===== config.mk =====
export PLATFORM = sky130hd
export DESIGN_NAME = mips_avalon_master
export DESIGN_NICKNAME = d
export VERILOG_FILES = /design/src/rtl/mips_avalon_pkg.sv /design/src/rtl/mips_avalon_lane.sv /design/src/rtl/mips_avalon_master.sv
export SDC_FILE = /design/constraint.sdc
export NUM_CORES = 1
export LEC_CHECK = 0
export BUFFER_PORTS_ARGS = -buffer_cell sky130_fd_sc_hd__buf_2
export CORE_UTILIZATION = 34
export CTS_CLUSTER_DIAMETER = 40
export DETAILED_ROUTE_END_ITERATION = 7
export SLEW_MARGIN = 20
export SYNTH_ARGS = -nofsm -noshare
export SYNTH_HDL_FRONTEND = slang
export SYNTH_SLANG_ARGS = --single-unit

===== constraint.sdc =====
create_clock -name clk -period 3.1 [get_ports clk]
set_input_delay 0.31 -clock clk [delete_from_list [all_inputs] [get_ports clk]]
set_output_delay 0.31 -clock clk [all_outputs]
set_load 0.05 [all_outputs]

===== src/rtl/mips_avalon_pkg.sv =====
// Shared types and helpers for the MIPS load/store to Avalon master bridge.
package mips_avalon_pkg;

    localparam int unsigned DATA_W = 32;
    localparam int unsigned BE_W   = 4;

    typedef enum logic [1:0] {
        SIZE_BYTE = 2'd0,
        SIZE_HALF = 2'd1,
        SIZE_WORD = 2'd2
    } size_t;

    typedef enum logic [1:0] {
        IDLE = 2'd0,
        BUS  = 2'd1,
        RESP = 2'd2
    } state_t;

    // Request fields kept after accept for load extraction
    typedef struct packed {
        logic       write;
        logic [1:0] size;
        logic [1:0] addr_lo;
        logic       is_signed;
    } req_t;

    function automatic logic [BE_W-1:0] gen_byteenable(input logic [1:0] size,
                                                       input logic [1:0] addr_lo);
        logic [BE_W-1:0] be;
        case (size)
            SIZE_BYTE: be = 4'b0001 << addr_lo;
            SIZE_HALF: be = addr_lo[1] ? 4'b1100 : 4'b0011;
            SIZE_WORD: be = 4'b1111;
            default:   be = 4'b0000;
        endcase
        return be;
    endfunction

endpackage


===== src/rtl/mips_avalon_lane.sv =====
// Byte-lane steering: load extraction with sign/zero extension, store replication.
module mips_avalon_lane
    import mips_avalon_pkg::*;
(
    input  logic [1:0]        ld_size,
    input  logic [1:0]        ld_addr_lo,
    input  logic              ld_signed,
    input  logic [DATA_W-1:0] rdata,
    input  logic [1:0]        st_size,
    input  logic [DATA_W-1:0] wdata,
    output logic [DATA_W-1:0] load_data_c,
    output logic [DATA_W-1:0] store_data_c
);

    logic [7:0]  ld_byte;
    logic [15:0] ld_half;

    always_comb begin
        case (ld_addr_lo)
            2'd0:    ld_byte = rdata[7:0];
            2'd1:    ld_byte = rdata[15:8];
            2'd2:    ld_byte = rdata[23:16];
            default: ld_byte = rdata[31:24];
        endcase
        ld_half = ld_addr_lo[1] ? rdata[31:16] : rdata[15:0];

        case (ld_size)
            SIZE_BYTE: load_data_c = {{24{ld_signed & ld_byte[7]}}, ld_byte};
            SIZE_HALF: load_data_c = {{16{ld_signed & ld_half[15]}}, ld_half};
            default:   load_data_c = rdata;
        endcase
    end

    // Replicate so the slave sees the data on whichever lane byteenable selects
    always_comb begin
        case (st_size)
            SIZE_BYTE: store_data_c = {4{wdata[7:0]}};
            SIZE_HALF: store_data_c = {2{wdata[15:0]}};
            default:   store_data_c = wdata;
        endcase
    end

endmodule


===== src/rtl/mips_avalon_master.sv =====
// Avalon-MM master bridging the CPU load/store request port onto the memory bus,
// with alignment checking and a waitrequest timeout.
module mips_avalon_master
    import mips_avalon_pkg::*;
#(
    parameter int unsigned TIMEOUT     = 64,
    parameter bit          CHECK_ALIGN = 1'b1
) (
    input  logic        clk,
    input  logic        reset,
    input  logic        req_valid,
    output logic        req_ready,
    input  logic        req_write,
    input  logic [31:0] req_addr,
    input  logic [31:0] req_wdata,
    input  logic [1:0]  req_size,
    input  logic        req_signed,
    output logic        resp_valid,
    output logic [31:0] resp_rdata,
    output logic        resp_error,
    output logic [31:0] address,
    output logic        read,
    output logic        write,
    output logic [31:0] writedata,
    output logic [3:0]  byteenable,
    input  logic        waitrequest,
    input  logic [31:0] readdata
);

    localparam int unsigned CNT_W = $clog2(TIMEOUT + 1) + 1;

    state_t            state_q, state_d;
    req_t              req_q, req_d;
    logic [CNT_W-1:0]  cnt_q, cnt_d;

    logic              read_d, write_d, resp_valid_d, resp_error_d, req_ready_d;
    logic [31:0]       address_d, writedata_d, resp_rdata_d;
    logic [3:0]        byteenable_d;

    logic              fault;
    logic [31:0]       load_data_c;
    logic [31:0]       store_data_c;

    mips_avalon_lane u_lane (
        .ld_size      (req_q.size),
        .ld_addr_lo   (req_q.addr_lo),
        .ld_signed    (req_q.is_signed),
        .rdata        (readdata),
        .st_size      (req_size),
        .wdata        (req_wdata),
        .load_data_c  (load_data_c),
        .store_data_c (store_data_c)
    );

    // Illegal size always faults; misalignment only when checking is enabled
    always_comb begin
        fault = (req_size == 2'd3);
        if (CHECK_ALIGN) begin
            if (req_size == SIZE_HALF && req_addr[0])
                fault = 1'b1;
            if (req_size == SIZE_WORD && req_addr[1:0] != 2'b00)
                fault = 1'b1;
        end
    end

    // Next-state and next-output logic
    always_comb begin
        state_d      = state_q;
        req_d        = req_q;
        cnt_d        = cnt_q;
        read_d       = read;
        write_d      = write;
        address_d    = address;
        writedata_d  = writedata;
        byteenable_d = byteenable;
        req_ready_d  = req_ready;
        resp_valid_d = 1'b0;
        resp_rdata_d = '0;
        resp_error_d = 1'b0;

        case (state_q)
            IDLE: begin
                if (req_valid && req_ready) begin
                    req_d.write     = req_write;
                    req_d.size      = req_size;
                    req_d.addr_lo   = req_addr[1:0];
                    req_d.is_signed = req_signed;
                    cnt_d           = '0;
                    req_ready_d     = 1'b0;
                    if (fault) begin
                        state_d      = RESP;
                        resp_valid_d = 1'b1;
                        resp_error_d = 1'b1;
                    end else begin
                        state_d      = BUS;
                        read_d       = ~req_write;
                        write_d      = req_write;
                        address_d    = {req_addr[31:2], 2'b00};
                        byteenable_d = gen_byteenable(req_size, req_addr[1:0]);
                        writedata_d  = req_write ? store_data_c : '0;
                    end
                end
            end
            BUS: begin
                if (!waitrequest) begin
                    read_d       = 1'b0;
                    write_d      = 1'b0;
                    state_d      = RESP;
                    resp_valid_d = 1'b1;
                    resp_rdata_d = req_q.write ? '0 : load_data_c;
                end else begin
                    cnt_d = cnt_q + CNT_W'(1);
                    if (TIMEOUT != 0 && cnt_d == CNT_W'(TIMEOUT)) begin
                        read_d       = 1'b0;
                        write_d      = 1'b0;
                        state_d      = RESP;
                        resp_valid_d = 1'b1;
                        resp_error_d = 1'b1;
                    end
                end
            end
            RESP: begin
                state_d     = IDLE;
                req_ready_d = 1'b1;
            end
            default: begin
                state_d     = IDLE;
                req_ready_d = 1'b1;
                read_d      = 1'b0;
                write_d     = 1'b0;
            end
        endcase
    end

    // State and registered outputs
    always_ff @(posedge clk) begin
        if (reset) begin
            state_q    <= IDLE;
            req_q      <= '0;
            cnt_q      <= '0;
            read       <= 1'b0;
            write      <= 1'b0;
            address    <= '0;
            writedata  <= '0;
            byteenable <= '0;
            req_ready  <= 1'b1;
            resp_valid <= 1'b0;
            resp_rdata <= '0;
            resp_error <= 1'b0;
        end else begin
            state_q    <= state_d;
            req_q      <= req_d;
            cnt_q      <= cnt_d;
            read       <= read_d;
            write      <= write_d;
            address    <= address_d;
            writedata  <= writedata_d;
            byteenable <= byteenable_d;
            req_ready  <= req_ready_d;
            resp_valid <= resp_valid_d;
            resp_rdata <= resp_rdata_d;
            resp_error <= resp_error_d;
        end
    end

endmodule

==> results of run 1 <==
==> Yosys cell counts, drive strengths merged (5+ instances only) <==
library cell	instances	share of area [%]
nor2	23	1.6
o221a	7	1.7
buf	27	3.7
dfxtp	119	45
a221oi	8	1.7
o21ai	22	2.2
mux2i	5	1.0
clkbuf	29	2.1
nand2	156	11
nor3	10	1.1
nand3	21	2.0
a211o	16	2.7
a31oi	8	1.1
nand2b	5	0.74
nor2b	5	0.60
a21oi	100	9.6
mux2	16	3.4
inv	26	1.9
==> metal layers <==
layer	share of wire (%)	global-route usage (%)	wire, um	vias to the layer above
met4	1.2	7.65	190	2
met1	46	25.0	6940	2286
met5	0.085	0	13	-
li1	-	-	-	2558
met2	45	30.0	6840	190
met3	8.3	7.26	1260	20
==> stage by stage <==
step                      instance area, um^2  hold WS (ns)  std cells  total power (W)
after floorplan                          5250         0.444        643          0.00210
after global placement                   6280         0.436        988          0.00228
after detailed placement                 6280         0.441        988          0.00228
after CTS                                6920         0.104       1020          0.00442
after global routing                     6920         0.119       1020          0.00454
final                                    6920         0.120       1020          0.00438
==> critical path, stage by stage, from the launching register on <==
cell	delay, ns
dfxtp_1	0.41
and4bb_1	0.60
o21ai_4	0.32
buf_12	0.29
a211o_1	0.29
a21oi_1	0.14
==> report_power, final <==
| part | internal, W | leakage, nW | total [W] | switching, W |
|---|---|---|---|---|
| Combinational | 0.000184 | 1.79 | 0.000617 | 0.000432 |
| Sequential | 0.00158 | 0.964 | 0.00163 | 0.0000418 |
| Clock | 0.00138 | 0.300 | 0.00213 | 0.000758 |
==> final cells by class <==
class | count | share of cell area, %
timing repair buffer | 213 | 15.8
clock buffer | 19 | 6.40
clock inverter | 13 | 2.82
multi-input combinational | 442 | 35.7
tap | 188 | 3.40
sequential | 119 | 34.4
inverter | 26 | 1.41
==> placed cells by master (no fill, tap or decap), types with 3 or more instances in the layout <==
cell type and n:
nand2_1 156, a31oi_1 7, inv_1 26, a211o_1 16, a21oi_1 99, nor2b_1 5
dfxtp_1 119, a221oi_2 3, a221oi_1 5, nor2_1 23, nand3_1 21, nor3_1 9
clkinv_4 4, mux2_2 16, clkbuf_16 17, o221a_2 6, buf_4 6, mux2i_1 4
nand2b_1 4, clkinvlp_4 3, buf_2 206, bufinv_16 4, o21ai_0 20, nand3b_1 4
==> state kept, by name, summed over array words and instances, names as in the netlist <==
register    count
address        30
byteenable      4
writedata      32
resp_valid      1
resp_error      1
write           1
resp_rdata     32
req_q           6
state_q         2
cnt_q           8
req_ready       1
read            1
==> how the worst max path moves through the flow <==
stage / cells past startpoint / end
after global routing: 5 / writedata[26]
after floorplan: 6 / byteenable[0]
after global placement: 3 / resp_rdata[6]
final: 5 / writedata[26]
after CTS: 5 / writedata[26]
after detailed placement: 5 / writedata[9]
==> logic make-up after synthesis <==
family	count (synthesis)	synth area share, %
AOI/OAI and AO/OA	179	22.0
adders and majority gates	1	0.239
buffers and inverters	82	7.71
DFF	119	45.4
muxes	21	4.46
other	1	0.0715
and+or+nand+nor	239	20.1
==> impl_metrics.py, run 1 <==
metrics = {
    "outcome": {
        "status": "finished clean",
    },
    "floorplanning": {
        "die_w_um": 126,
        "die_y_um": 126,
        "dieArea_mm2": 0.0159,
        "num_rows": 45,
        "coreArea_mm2": 0.0151,
        "start_util_pct": 34.6,
        "ioPinCount": 209,
    },
    "sta": {
        "maxSlewViolCount": 0,
        "slew_headroom_pct": 34.3,
        "worst_slew_pin_slew_ns": 0.986,
        "final-hold-violation-count": 0,
        "rsz0062_at_grt": "false",
        "fmax_ghz": 0.466,
        "finClkSkew_ns": 0.00552,
        "fin_crit_sh_pct": 69.3,
        "fin_ws_ns": 0.953,
        "setup_tns_ns": 0,
        "period_needed_ns": 2.15,
        "finalSetupViolations": 0,
    },
    "final_layout": {
        "num_antenna_cells": 0,
        "syn2layout_area_growth_pct": 31.9,
        "multiInputGateArea_mm2": 0.00247,
        "drive_gt1_share_pct": 33.7,
        "regArea_mm2": 0.00238,
        "n_fill_cell": 1576,
        "layout.nets": 924,
        "fin_util_pct": 45.7,
    },
    "critical_path": {
        "r2r_cells": 5,
        "critPathMaxFanout": 60,
        "endpoint_kind": "flop",
        "reg2reg_slack_ns": 0.95,
        "startpoint_type": "flop",
        "startpoint": "state_q[0]",
        "r2r_end": "writedata[26]",
        "crit_arrival_ns": 2.49,
        "critPathKind": "reg2reg",
        "r2r-start": "state_q[0]",
        "crit_required_ns": 3.45,
    },
    "flow_run": {
        "maxCapViolations": 0,
    },
    "placed_design": {
        "gp_congestion": 0.821,
        "dp_slack_ns": 0.947,
        "io_buffers": 206,
        "dpl.hpwl_um": 10400,
    },
    "detailed_routing": {
        "vias": 5056,
        "wl_per_cell_um": 15.0,
        "dr.pass1.iters": 4,
        "drc_errors": 0,
        "vias_per_cell": 4.96,
        "drtAntennaViolNets": 0,
        "routed_wl_um": 15300,
        "first_iter_violations": 284,
    },
    "global_route": {
        "grt-ovfl-total": 0,
        "grt_pass1_wl_um": 24600,
        "grt_antenna_before_repair": 2,
        "grt_max_degree": 61,
        "grt_pass1_vias": 4723,
        "grt_use_total_pct": 19.6,
    },
    "clock_tree": {
        "cts-root-buf": "clkbuf_16",
        "cts_hold_buf": 0,
        "cts_resized": 0,
        "cts_tree": "yes",
        "clk_path_buf_depth": 2,
        "post-cts-setup-buffer-count": 0,
        "clkSlewWorstSetupHoldPaths_ns": 0.06,
        "clk_latency_ns": 0.42,
        "cts_buffers": 17,
        "cts_num_sinks": 119,
        "htreeDepth": 4,
    },
    "logic_synthesis": {
        "ys_ff_latch": 119,
        "synth-edff-count": 0,
        "yosysWarnings": 0,
        "async_flop_share_pct": 0,
        "synthCells": 642,
        "postSynthAreaPerCell_um2": 8.17,
        "synthFlopType": "dfxtp_1",
        "synth_cell_type_count": 58,
        "syn_area_mm2": 0.00524,
        "seq_area_frac_synth_pct": 45.4,
    },
    "hold_path": {
        "hold_class": "in2reg",
        "hold_depth": 3,
        "min_from": "req_addr[5]",
        "worstHoldEndpoint": "address[5]",
    },
    "power": {
        "total_leakage_power_nw": 3.05,
        "power.density_mw_per_mm2": 633,
        "irDropWorstVdd_v": 0.000365,
    },
}
(Power assumes the default switching activity.)
==> run 2: changes to the inputs <==
Settings changed: ABC_AREA set to 1.
Clock period 3.1 ns to 2.2 ns, I/O delays scaled along.
==> run 2 against run 1 <==
Effect of this change:
- power rose by 45%
- sequential share of layout area is 0.54 points higher
- cell count increased by 8.2%
==> impl_metrics.py, run 2 <==
metrics = {
    "outcome": {
        "status": "finished clean",
    },
    "clock_tree": {
        "clkSlewWorstSetupHoldPaths_ns": 0.06,
        "htreeDepth": 4,
        "cts_buffers": 17,
        "cts_tree": "yes",
        "clk_path_buf_depth": 2,
        "cts_hold_buf": 0,
        "cts-root-buf": "clkbuf_16",
        "cts_num_sinks": 119,
        "clk_latency_ns": 0.41,
    },
    "sta": {
        "fin_crit_sh_pct": 85.2,
        "fmax_ghz": 0.533,
        "finalSetupViolations": 0,
        "setup_tns_ns": 0,
        "maxSlewViolCount": 0,
        "final-hold-violation-count": 0,
        "period_needed_ns": 1.88,
        "fin_ws_ns": 0.325,
        "rsz0062_at_grt": "false",
        "slew_headroom_pct": 56.5,
        "finClkSkew_ns": 0.00859,
        "worst_slew_pin_slew_ns": 0.653,
        "hold_slack_ns": 0.0295,
    },
    "floorplanning": {
        "start_util_pct": 35.0,
        "die_y_um": 125,
        "die_w_um": 125,
        "dieArea_mm2": 0.0155,
        "num_rows": 44,
        "ioPinCount": 209,
        "coreArea_mm2": 0.0146,
    },
    "logic_synthesis": {
        "synthCells": 717,
        "synthFlopType": "dfxtp_1",
        "ys_ff_latch": 119,
        "yosysWarnings": 0,
        "yosysMostFrequentCell": "nand2_1",
        "postSynthAreaPerCell_um2": 7.12,
        "synth-edff-count": 0,
        "syn_area_mm2": 0.00511,
        "synth_cell_type_count": 36,
        "synth_common_cells": "nand2_1 (133), nor2_1 (132), dfxtp_1 (119)",
        "async_flop_share_pct": 0,
        "synth_area_leaders": "dfxtp_1 (47%), nand2_1 (9.8%), nor2_1 (9.7%)",
        "synth_top_cell_area_share_pct": 46.6,
        "seq_area_frac_synth_pct": 46.6,
        "synth_area_leader_cell": "dfxtp_1",
    },
    "global_route": {
        "grt_max_degree": 70,
        "grt-ovfl-total": 0,
        "grt_antenna_before_repair": 0,
        "grt_pass1_vias": 4959,
        "grt_pass1_wl_um": 24600,
        "grt_use_total_pct": 19.7,
    },
    "detailed_routing": {
        "vias": 5271,
        "drtAntennaViolNets": 0,
        "routed_wl_um": 15100,
        "dr.pass1.iters": 5,
        "wl_per_cell_um": 13.7,
        "drc_errors": 0,
        "first_iter_violations": 489,
        "vias_per_cell": 4.77,
    },
    "power": {
        "irDropWorstVdd_v": 0.000598,
        "p_total_w": 0.00633,
        "power.density_mw_per_mm2": 929,
        "total_leakage_power_nw": 3.52,
    },
    "critical_path": {
        "critPathMaxFanout": 69,
        "crit_arrival_ns": 2.18,
        "startpoint_type": "flop",
        "cp_slowest_cell": "buf_4",
        "endpoint_kind": "flop",
        "crit_family": "buffers and inverters",
        "crit_required_ns": 2.50,
        "cp_slowest_stage_delay_ns": 0.53,
        "critPathBufInv": 2,
        "path_cells": "nand2_1 -> nor3_4 -> inv_2 -> nor2_4 -> buf_4 -> o21ai_0 -> o211a_1",
        "critPathKind": "reg2reg",
    },
    "final_layout": {
        "reg.largest.list": "resp_rdata (32), writedata (32), address (30)",
        "num_antenna_cells": 0,
        "mostFrequentLayoutCells": "buf_2 (206), nand2_1 (133), nor2_1 (132)",
        "syn2layout_area_growth_pct": 33.3,
        "layout.nets": 1012,
        "n_fill_cell": 1520,
        "drive_gt1_share_pct": 28.0,
        "stdcell_area_mm2": 0.00681,
        "layout_commonest_cell": "buf_2",
    },
    "placed_design": {
        "dp_slack_ns": 0.248,
        "gp_congestion": 0.776,
        "dpl.hpwl_um": 10500,
        "io_buffers": 206,
        "placed_area_mm2": 0.00623,
    },
    "hold_path": {
        "hold_class": "in2reg",
    },
    "flow_run": {
        "maxCapViolations": 0,
    },
}
## run 2: cell count changes after synthesis, sizes merged, moves of 6 or more
cell / before / now
nor2: 23 / 134
o21ai: 22 / 80
a21oi: 100 / 48
inv: 26 / 52
nand3: 21 / 46
nand2: 156 / 134
a211o: 16 / 0
mux2: 16 / 0
a221oi: 8 / 0
clkbuf: 29 / 21
o221a: 7 / 0
o311ai: 0 / 7
o22ai: 1 / 7
## run 2: cell families (layout without fill, tap and decap cells)
kind of cell	after synthesis	count (layout)	share of synthesized area, %
AO/OA/AOI/OAI	163	163	17.8
adder cells (fa/ha/maj)	1	1	0.245
buffers and inverters	100	302	8.30
XOR/XNOR	1	1	0.172
other	1	2	0.0734
flip-flops	119	119	46.6
AND/OR/NAND/NOR	332	332	26.8
## run 2: layer usage
metal  GRT usage (%)  wire (um)  up-vias
met1            25.2       6920     2350
met3            7.00       1200       10
met4            5.32        140        0
met5               0          0        -
li1                -          -     2728
met2            31.3       6880      183
## run 2: layout make-up
type	count	area, um^2	area share (%)
Clock buffer	24	482	7.07
Clock inverter	8	96.3	1.41
Inverter	53	201	2.96
Multi-Input combinational cell	499	2300	33.8
Sequential cell	119	2380	35.0
Tap cell	184	230	3.38
Timing Repair Buffer	217	1110	16.4
## run 2: worst paths after layout
path,from,to,slack (ns),depth (start not counted)
max,req_ready,writedata[20],0.32,7
min,req_addr[12],address[12],0.03,3
max reg2reg,req_ready,writedata[20],0.32,7
min reg2reg,writedata[5],writedata[5],0.46,2
## run 2: timing repair
| item | 4_1_cts | 5_1_grt |
|---|---|---|
| setup buffers | 0 | 0 |
| setup endpoints to repair | 0 | 50 |
| gates resized for setup | 0 | 1 |
## run 2: power by group
part | internal [W] | switching [W]
clock network | 0.00175 | 0.000958
logic | 0.000336 | 0.000919
registers | 0.00229 | 0.0000744
## run 2: worst register-to-register path: stages, from the launching register on
cell and delay, ns:
dfxtp_1 0.36, nand2_1 0.13, nor3_4 0.16, inv_2 0.09
nor2_4 0.14, buf_4 0.53, o21ai_0 0.21, o211a_1 0.15
## run 2: stage by stage
step                utilization (%)  instances
floorplan                         -        718
global placement               42.7       1072
detailed placement             42.7       1072
CTS                            46.7       1104
global route                   46.7       1104
finish                         46.7       1104
==> run 3: changes to the inputs <==
--- a/config.mk
+++ b/config.mk
@@ -11,4 +11,5 @@
 export CTS_CLUSTER_DIAMETER = 40
 export DETAILED_ROUTE_END_ITERATION = 7
+export GPL_TIMING_DRIVEN = 1
 export SLEW_MARGIN = 20
 export SYNTH_ARGS = -nofsm -noshare
==> constraint.sdc (replaced) <==
create_clock -name clk -period 2.2 [get_ports clk]
set_input_delay 0.44 -clock clk [delete_from_list [all_inputs] [get_ports clk]]
set_output_delay 0.44 -clock clk [all_outputs]
set_load 0.05 [all_outputs]
==> run 3 against run 2 <==
Effect of this change:
- largest power group unchanged
- worst setup slack improved by 0.095 ns
- first-iteration DRC count decreased by 25%
- critical endpoint is now resp_rdata[13]
- sequential share of layout area shrank 0.63 points
==> impl_metrics.py, run 3 (synthesis results as in run 2) <==
metrics = {
    "outcome": {
        "status": "finished clean",
    },
    "clock_tree": {
        "cts_tree": "yes",
        "cts_hold_buf": 0,
        "clk_path_buf_depth": 2,
        "post-cts-setup-buffer-count": 0,
        "cts_num_sinks": 119,
        "clkSlewWorstSetupHoldPaths_ns": 0.05,
        "clk_latency_ns": 0.41,
        "htreeDepth": 4,
        "cts_buffers": 17,
        "cts-root-buf": "clkbuf_16",
        "cts_resized": 0,
    },
    "floorplanning": {
        "dieArea_mm2": 0.0155,
        "die_y_um": 125,
        "die_w_um": 125,
        "num_rows": 44,
        "coreArea_mm2": 0.0146,
        "ioPinCount": 209,
        "start_util_pct": 35.0,
    },
    "global_route": {
        "grt-ovfl-total": 0,
        "grt_pass1_vias": 4847,
        "grt_antenna_before_repair": 0,
        "grt_max_degree": 70,
        "grt_pass1_wl_um": 24200,
        "grt_use_total_pct": 19.5,
    },
    "critical_path": {
        "r2r_cells": 5,
        "critPathKind": "reg2reg",
        "startpoint_type": "flop",
        "r2r-start": "req_q[2]",
        "crit_required_ns": 2.53,
        "critPathMaxFanout": 24,
        "r2r_end": "resp_rdata[13]",
        "crit_arrival_ns": 2.11,
        "reg2reg_slack_ns": 0.42,
        "endpoint_kind": "flop",
    },
    "sta": {
        "maxSlewViolCount": 0,
        "period_needed_ns": 1.78,
        "finClkSkew_ns": 0.00668,
        "final-hold-violation-count": 0,
        "rsz0062_at_grt": "false",
        "finalSetupViolations": 0,
        "setup_tns_ns": 0,
        "worst_slew_pin_slew_ns": 0.635,
        "slew_headroom_pct": 57.6,
        "fmax_ghz": 0.562,
        "hold_slack_ns": 0.244,
        "fin_crit_sh_pct": 80.9,
    },
    "detailed_routing": {
        "routed_wl_um": 15000,
        "drtAntennaViolNets": 0,
        "vias_per_cell": 4.73,
        "vias": 5240,
        "wl_per_cell_um": 13.6,
        "first_iter_violations": 367,
        "dr.pass1.iters": 5,
        "drc_errors": 0,
    },
    "power": {
        "irDropWorstVdd_v": 0.000585,
        "total_leakage_power_nw": 3.58,
        "power.density_mw_per_mm2": 949,
    },
    "placed_design": {
        "dpl.hpwl_um": 10700,
        "io_buffers": 206,
        "dp_cells": 1076,
        "placed_area_mm2": 0.00630,
        "gp_congestion": 0.791,
    },
    "hold_path": {
        "hold_class": "in2reg",
        "worstHoldEndpoint": "address[13]",
        "min_from": "req_addr[13]",
        "hold_depth": 3,
    },
    "final_layout": {
        "layout.nets": 1016,
        "mostFrequentLayoutCells": "buf_2 (206), nand2_1 (133), nor2_1 (132)",
        "stdcell_area_mm2": 0.00694,
        "drive_gt1_share_pct": 28.7,
        "reg.largest.list": "resp_rdata (32), writedata (32), address (30)",
        "syn2layout_area_growth_pct": 35.8,
        "num_antenna_cells": 0,
        "final_cell_count_no_fill": 1108,
        "layout_commonest_cell": "buf_2",
    },
    "flow_run": {
        "maxCapViolations": 0,
    },
}
[run 3: cell types whose count changed in the layout (fill, tap and decap cells not counted)]
cell       delta
clkbuf_1      -3
inv_2         +1
clkinv_4      -1
inv_4         -1
clkbuf_8      +4
buf_12        +3
buf_4         +1
clkinv_2      -1
bufinv_16     +1
[run 3: report_power, final]
group | switching, W | internal [W] | total, W | leakage (nW)
logic | 0.000922 | 0.000356 | 0.00128 | 2.29
registers | 0.0000716 | 0.00229 | 0.00236 | 0.969
clock network | 0.000953 | 0.00199 | 0.00294 | 0.315
total | 0.00195 | 0.00463 | 0.00658 | 3.58
[run 3: routing by layer]
metal / vias to the layer above / part of all wire [%] / GRT usage (%)
met3: 16 / 8.2 / 7.13
met5: - / 0 / 0
met1: 2318 / 45 / 24.4
li1: 2728 / - / -
met4: 0 / 1.2 / 6.38
met2: 178 / 45 / 31.1
[run 3: area by class of cell]
cell class	instances	area, um^2
fillers	1464	7650
flip-flops and latches	119	2380
multi-input cells	499	2300
repair buffers	221	1180
clock buffers	25	526
well taps	184	230
inverters	53	199
clock inverters	7	113
[run 3: worst max-delay path, stage by stage, from the launching register on]
cell and delay, ns:
dfxtp_1 0.31, inv_2 0.25, nand3_1 0.12, o2111ai_1 0.15
nand4_2 0.52, a31oi_1 0.34
[run 3: worst max path at each step]
stage | start | endpoint | slack (ns) | depth (start not counted)
floorplan | req_ready | writedata[12] | 0.37 | 9
global placement | reset | resp_rdata[9] | 0.41 | 6
detailed placement | req_size[1] | writedata[11] | 0.41 | 9
CTS | req_q[2] | resp_rdata[9] | 0.41 | 5
global route | req_q[2] | resp_rdata[30] | 0.20 | 7
finish | req_q[2] | resp_rdata[13] | 0.42 | 5
[run 3: through the flow]
step	total power, W	worst slack, ns	utilization (%)
after detailed placement	0.00369	0.415	43.2
after floorplan	0.00332	0.373	-
after CTS	0.00665	0.409	47.5
final	0.00658	0.419	47.5
after global routing	0.00688	0.200	47.5
after global placement	0.00369	0.413	43.2
